--- src/rtl/calc_sweep_driver.sv ---
// calc_sweep_driver: on-chip initiator that sweeps every (val1, val2, opcode)
// vector through a 32-bit combinational calculator. It holds each vector for
// WAIT_CYCLES clocks, samples the result, and accumulates a checksum and a
// sample count.
// Optional build macro CALC_SWEEP_CHECK_EN adds an internal golden model,
// miscompare counting, first-failure capture and a pass flag.
module calc_sweep_driver #(
  parameter int unsigned VAL_COUNT   = 255,
  parameter int unsigned WAIT_CYCLES = 1
) (
  input  logic        clk,
  input  logic        rst_n,
  input  logic        start,
  output logic        busy,
  output logic        done,
  output logic [31:0] val1,
  output logic [31:0] val2,
  output logic [1:0]  operation,
  input  logic [31:0] result,
  output logic [31:0] checksum,
  output logic [31:0] op_count
`ifdef CALC_SWEEP_CHECK_EN
  ,
  output logic [31:0] mismatch_count,
  output logic [31:0] first_bad_val1,
  output logic [31:0] first_bad_val2,
  output logic [1:0]  first_bad_op,
  output logic        pass
`endif
);

  localparam int unsigned DW = 32;
  localparam int unsigned OW = 2;
  localparam logic [DW-1:0] VAL_LAST    = DW'(VAL_COUNT);
  localparam logic [DW-1:0] WAIT_RELOAD = DW'(WAIT_CYCLES - 1);
  localparam logic [OW-1:0] OP_LAST     = OW'(3);

  typedef enum logic [1:0] {
    IDLE   = 2'd0,
    APPLY  = 2'd1,
    FINISH = 2'd2
  } state_t;

  state_t        state_q, state_d;
  logic [DW-1:0] wait_q, wait_d;
  logic          busy_d, done_d;
  logic [DW-1:0] val1_d, val2_d, checksum_d, op_count_d;
  logic [OW-1:0] operation_d;
  logic          load_c;
  logic          sample_c;
  logic          last_vec_c;

  assign last_vec_c = (val1 == VAL_LAST) && (val2 == VAL_LAST) && (operation == OP_LAST);

  // Next-state and next-output logic for the sweep sequencer.
  always_comb begin
    state_d     = state_q;
    wait_d      = wait_q;
    busy_d      = busy;
    done_d      = done;
    val1_d      = val1;
    val2_d      = val2;
    operation_d = operation;
    checksum_d  = checksum;
    op_count_d  = op_count;
    load_c      = 1'b0;
    sample_c    = 1'b0;

    case (state_q)
      IDLE: begin
        if (start) begin
          load_c      = 1'b1;
          val1_d      = DW'(1);
          val2_d      = DW'(1);
          operation_d = '0;
          checksum_d  = '0;
          op_count_d  = '0;
          done_d      = 1'b0;
          busy_d      = 1'b1;
          wait_d      = WAIT_RELOAD;
          state_d     = APPLY;
        end
      end
      APPLY: begin
        if (wait_q != '0) begin
          wait_d = wait_q - DW'(1);
        end else begin
          sample_c   = 1'b1;
          checksum_d = checksum + result;
          op_count_d = op_count + DW'(1);
          wait_d     = WAIT_RELOAD;
          if (last_vec_c) begin
            // Final vector stays on the bus; sweep completes.
            busy_d  = 1'b0;
            done_d  = 1'b1;
            state_d = FINISH;
          end else if (operation != OP_LAST) begin
            operation_d = operation + OW'(1);
          end else begin
            operation_d = '0;
            if (val1 == VAL_LAST) begin
              val1_d = DW'(1);
              val2_d = val2 + DW'(1);
            end else begin
              val1_d = val1 + DW'(1);
            end
          end
        end
      end
      FINISH: begin
        state_d = IDLE;
      end
      default: begin
        state_d = IDLE;
      end
    endcase
  end

  // Sequencer state and registered outputs.
  always_ff @(posedge clk or negedge rst_n) begin
    if (!rst_n) begin
      state_q   <= IDLE;
      wait_q    <= '0;
      busy      <= 1'b0;
      done      <= 1'b0;
      val1      <= '0;
      val2      <= '0;
      operation <= '0;
      checksum  <= '0;
      op_count  <= '0;
    end else begin
      state_q   <= state_d;
      wait_q    <= wait_d;
      busy      <= busy_d;
      done      <= done_d;
      val1      <= val1_d;
      val2      <= val2_d;
      operation <= operation_d;
      checksum  <= checksum_d;
      op_count  <= op_count_d;
    end
  end

`ifdef CALC_SWEEP_CHECK_EN
  logic [DW-1:0] expected_c;
  logic [DW-1:0] mismatch_count_d, first_bad_val1_d, first_bad_val2_d;
  logic [OW-1:0] first_bad_op_d;
  logic          pass_d;

  // Golden calculator for the vector currently on the bus.
  always_comb begin
    expected_c = '0;
    case (operation)
      2'd0:    expected_c = val1 + val2;
      2'd1:    expected_c = val1 - val2;
      2'd2:    expected_c = val1 & val2;
      default: expected_c = val1 | val2;
    endcase
  end

  // Miscompare counting and first-failure capture.
  always_comb begin
    mismatch_count_d = mismatch_count;
    first_bad_val1_d = first_bad_val1;
    first_bad_val2_d = first_bad_val2;
    first_bad_op_d   = first_bad_op;
    if (load_c) begin
      mismatch_count_d = '0;
      first_bad_val1_d = '0;
      first_bad_val2_d = '0;
      first_bad_op_d   = '0;
    end else if (sample_c && (result != expected_c)) begin
      if (mismatch_count == '0) begin
        first_bad_val1_d = val1;
        first_bad_val2_d = val2;
        first_bad_op_d   = operation;
      end
      mismatch_count_d = mismatch_count + DW'(1);
    end
    pass_d = done_d && (mismatch_count_d == '0);
  end

  // Checker registers.
  always_ff @(posedge clk or negedge rst_n) begin
    if (!rst_n) begin
      mismatch_count <= '0;
      first_bad_val1 <= '0;
      first_bad_val2 <= '0;
      first_bad_op   <= '0;
      pass           <= 1'b0;
    end else begin
      mismatch_count <= mismatch_count_d;
      first_bad_val1 <= first_bad_val1_d;
      first_bad_val2 <= first_bad_val2_d;
      first_bad_op   <= first_bad_op_d;
      pass           <= pass_d;
    end
  end
`endif

endmodule
--- config.mk ---
export PLATFORM = sky130hd
export DESIGN_NAME = calc_sweep_driver
export DESIGN_NICKNAME = d
export VERILOG_FILES = /design/src/rtl/calc_sweep_driver.sv
export SDC_FILE = /design/constraint.sdc
export NUM_CORES = 1
export LEC_CHECK = 0
export CORE_MARGIN = 2
export CORE_UTILIZATION = 40
export DETAILED_ROUTE_END_ITERATION = 12
export PLACE_DENSITY = 0.74
export SLEW_MARGIN = 25
export SYNTH_ARGS = -nofsm -noshare
export SYNTH_HDL_FRONTEND = slang
export SYNTH_SLANG_ARGS = --single-unit
--- constraint.sdc ---
create_clock -name clk -period 6.55 [get_ports clk]
set_input_delay 1.31 -clock clk [delete_from_list [all_inputs] [get_ports clk]]
set_output_delay 1.31 -clock clk [all_outputs]
set_load 0.02 [all_outputs]
== Word-level counts from Yosys, hierarchy flattened ==
Index checks and enable logic that the tools add are counted.

* RAM bits: 0
* Input bits: 35
* Logic and storage cells: 73
* Latch bits: 0
* Bits in read-only memories: 0
* Output and inout port bits: 132
* Flip-flop bits (word level): 166
* Memories kept: 0

* $lt $le $gt $ge: 0
* Equal/unequal tests: 11
* Divide/modulo/power cells: 0
* Bitwise gates (word level): 0
* Shift operators: 0
* Add/sub/neg operators: 6
* Reductions and logical operators: 12
* Multiplexer cells: 35
* Multipliers: 0

{| class="wikitable"
|+ Operators by type and width
! cell !! number
|-
| $mux W32 || 13
|-
| $pmux W32 S2 || 5
|-
| $add A32 B1 Y32 const B || 3
|-
| $eq A32 B8 Y1 const B || 2
|-
| $add A32 B32 Y32 || 1
|-
| $reduce_bool A32 Y1 || 1
|-
| $sub A32 B1 Y32 const B || 1
|-
| $mux W2 || 7
|-
| $ne A2 B2 Y1 const B || 7
|-
| $pmux W2 S2 || 2
|-
| $reduce_and A4 Y1 || 2
|-
| $mux W1 || 6
|-
| $reduce_and A3 Y1 || 2
|-
| $reduce_and A6 Y1 || 1
|-
| $reduce_and A5 Y1 || 1
|-
| $pmux W1 S2 || 2
|-
| $add A2 B1 Y2 const B || 1
|-
| $eq A2 B1 Y1 const B || 1
|-
| $eq A2 B2 Y1 const B || 1
|-
| $logic_and A1 B1 Y1 || 2
|-
| $logic_not A2 Y1 || 1
|-
| $reduce_and A2 Y1 || 1
|-
| $reduce_bool A2 Y1 || 1
|}

== Depth between registers and ports, before layout ==
* Depth in word-level cells: 6
* Depth in mapped cells: 13
* Mapped depth without buffers: 12

== Worst setup path before layout ==
Ideal clock, no wire load.

* Path type: input-to-reg
* Start: input result[0]
* End: register checksum[24]
* Data required time: 6.417 ns
* Cell stages on the path: 12
* Library setup time: 0.133 ns
* Setup slack: 3.092 ns
* Arrival time: 3.325 ns
* Path buffers: 0
* Cells stage by stage: ha_1 > inv_1 > fa_1 > inv_1 > a21o_1 > a41o_1 > a211oi_1 > o32ai_1 > a31o_2 > a21oi_1 > xor2_1 > o21ai_0

* Longest elaborated chain between the ends: 3

{| class="wikitable"
|+ Ends and longest elaborated chain
! item !! line !! RTL
|-
| from (decl) || 19 || <nowiki>input logic [31:0] result,</nowiki>
|-
| $add A32 B32 Y32 || 89 || <nowiki>checksum_d = checksum + result;</nowiki>
|-
| $mux W32 || 85 || <nowiki>if (wait_q != '0) begin</nowiki>
|-
| $pmux W32 S2 || 69 || <nowiki>case (state_q)</nowiki>
|-
| to (signal assigned) || 139 || <nowiki>checksum <= checksum_d;</nowiki>
|-
| to (decl) || 20 || <nowiki>output logic [31:0] checksum,</nowiki>
|}

No other way between the ends. The select of a mux whose other input is x is not followed.
A chain may end at the register's enable or synchronous reset.

== Final worst setup path ==
* Start: input result[1]
* End: register checksum[31]

Same word-level chain as after synthesis.

==> impl_metrics.toml <==
[grt]
grt_pass1_vias = 8210
grt_pass1_wl_um = 40800
gr-total-overflow = 0
antenna_found_initial = 0
grtUsageTotal = 0.200
grt_max_degree = 91

[clock_network]
path_clk_slew_ns = 0.06
cts_made_buffers = 17
cts_resized = 0
cts_hold_buffers = 0
clk_path_buf_depth = 2
clockRootBuffer = "clkbuf_16"
cts_tree = "done"
post-cts-setup-buffers = 0
clock_latency_ns = 0.42
cts.sinks = 166
cts.htree.levels = 4

[critical_path]
reg2reg_depth = 10
worst-setup-path-type = "input pin to flop"
critical_path_buf_inv_count = 1
critPathRequiredTime_ns = 6.85
slowest_delay_ns = 0.50
cp_top_family = "compound AO/OA/AOI/OAI gates"
cp_max_fo = 3
r2r-end = "val2[4]"
r2r_slack_ns = 2.79
arrival_ns = 4.26
end_kind = "flop"
startpoint_type = "input pin"
path_cells = "clkdlybuf4s50_1 > ha_1 > a211oi_1 > o211ai_1 > a32oi_1 > nor3_1 > o41ai_1 > a31oi_1 > xor2_1 > o21ai_0 > a22o_1"
critPathSlowestCell = "o41ai_1"
timing.rr.start = "wait_q[17]"

[die]
design.die.area_um2 = 25200
coreArea_um2 = 23500
io-pin-count = 167
start_util = 0.408
die_w_um = 159
die-height_um = 159
rows = 56

[synth]
netlist_area_um2 = 9570
synth_edf_count = 0
synth_warnings = 0
synthDistinctLibCells = 60
ys_seq_area_frac = 0.434
avgSynthCellArea_um2 = 8.91
synth_largest_area_cell = "dfrtp_1"
synth_cells = 1073
yosysTopAreaCellShare = 0.434
async_flop_share = 1.00
synth_top_cells_by_area = "dfrtp_1 43%, xor2_1 7.2%, o21ai_0 5.5%, nor2_1 5.4%, ha_1 4.7%"
synthFlopType = "dfrtp_1"
synth_nets = 1145
ys_ff_latch = 166

[status]
outcome = "complete, no violations"

[drt]
remaining_drc_errors = 0
vias = 8569
drt_first_pass_iters = 6
ant_nets = 0
drt_wl_total_um = 25000
drtIter0Drc = 526
via_per_inst = 5.51
routedWlPerCell_um = 16.1

[final_layout]
syn_to_final_growth_pct = 26.3
design_area_um2 = 12100
nNetsFinal = 1297
drive_above_1_share = 0.0428
utilization = 0.515
n_antenna_cell = 0
final_cells = 1556

[timing]
hold_ws_ns = 0.509
max_slew_margin = 0.382
post-route-min-period_ns = 3.96
layout_setup_ws_ns = 2.59
worst_pin_slew_ns = 0.918
finalSetupViolations = 0
finalSetupTns_ns = 0
rsz0062_at_grt = "no"
maxSlewViolCount = 0
fin_crit_sh = 0.604
clock.fmax_mhz = 253
hold_viol = 0
clock_skew_ns = 0.0143

[hold_path]
min_from = "busy"
hold_path_end = "busy"
min_path_cells = 2
min_path_type = "flop to flop"

[placement]
postPlaceCellArea_um2 = 11500
gp_congestion = 0.920
dp.final_hpwl_um = 17900
place_ws_ns = 2.16
dpl.cell_count = 1525
port-buffer-count = 166

[power]
peakVddDrop_mv = 0.150
finalPower_mw = 2.28
leakage_nw = 5.08
powerDensity_nw_per_um2 = 189

[run]
maxCapViolCount = 0
[worst min-delay path: cells and delay by family (launching register included)]
family | cells | cell delay [ns]
DFF | 1 | 0.36
and+or+nand+nor | 2 | 0.11
[area by class of cell]
| class | count | area, µm² |
|---|---|---|
| fillers | 2156 | 11400 |
| multi-input cells | 847 | 5170 |
| flip-flops and latches | 166 | 4150 |
| repair buffers | 173 | 1720 |
| clock buffers | 20 | 437 |
| well taps | 319 | 399 |
| clock inverters | 11 | 126 |
| inverters | 20 | 75.1 |
[cell usage after synthesis (all sizes together) (2+ instances only)]
cell / n
o31ai: 8
a21oi: 43
o32ai: 2
inv: 20
nor3b: 3
ha: 36
and3: 18
a211oi: 6
clkbuf: 34
nand3b: 3
o41ai: 3
o21ai: 106
nor4: 24
nor3: 26
a21boi: 2
nand4: 33
nand3: 70
and4: 11
nor2b: 6
and2: 12
nand2b: 7
or4: 4
o21bai: 3
nor2: 138
dfrtp: 166
o211ai: 5
o21a: 3
a21o: 18
nand2: 108
a31o: 3
a31oi: 8
xnor2: 34
buf: 6
o22ai: 3
or3: 7
xor2: 79
[worst max path at each step]
stage | startpoint | cells past startpoint | endpoint
floorplan | result[0] | 12 | checksum[24]
global placement | result[1] | 11 | checksum[31]
global route | result[1] | 11 | checksum[31]
finish | result[1] | 11 | checksum[31]
CTS | result[1] | 11 | checksum[31]
detailed placement | result[1] | 11 | checksum[31]
[state kept, by name, indices dropped and copies added, names as in the netlist]
| register | count |
|---|---|
| val1 | 32 |
| op_count | 32 |
| operation | 2 |
| wait_q | 32 |
| busy | 1 |
| val2 | 32 |
| done | 1 |
| checksum | 32 |
| state_q | 2 |
[power by group]
part	internal, mW	switching [mW]
Clock	0.562	0.421
Combinational	0.109	0.142
Sequential	1.03	0.0102
[logic make-up (layout without fill, tap and decap cells)]
| family | count (synthesis) | after routing | share of synthesized area |
|---|---|---|---|
| adder cells (fa/ha/maj) | 37 | 37 | 0.0492 |
| AO/OA/AOI/OAI | 224 | 224 | 0.140 |
| AND/OR/NAND/NOR | 473 | 473 | 0.248 |
| XOR/XNOR | 113 | 113 | 0.103 |
| buffers and inverters | 60 | 224 | 0.0252 |
| flip-flops | 166 | 166 | 0.434 |
[layout by cell type (no fill, tap or decap), drive strengths merged, types with 4 or more instances in the layout]
cell             n
a31oi            8
clkinvlp         4
o31ai            8
nand2b           7
ha              36
nand3           70
buf              8
nand2          108
and2            12
clkdlybuf4s50  165
nand4           33
dfrtp          166
inv             23
or4              4
xnor2           34
nor4            24
clkbuf          20
a21oi           43
or3              7
xor2            79
a21o            18
o21ai          106
nor2b            6
and3            18
nor2           138
and4            11
o211ai           5
nor3            26
a211oi           6
[per-layer routing]
metal	GRT usage	vias up	share of wire	routed length, µm
met2	0.334	243	0.48	12100
met4	0.0528	0	0.017	416
met5	0	-	0	0
met3	0.0294	29	0.047	1160
met1	0.273	4186	0.45	11300
li1	-	4111	-	-
(Power assumes the default switching activity.)
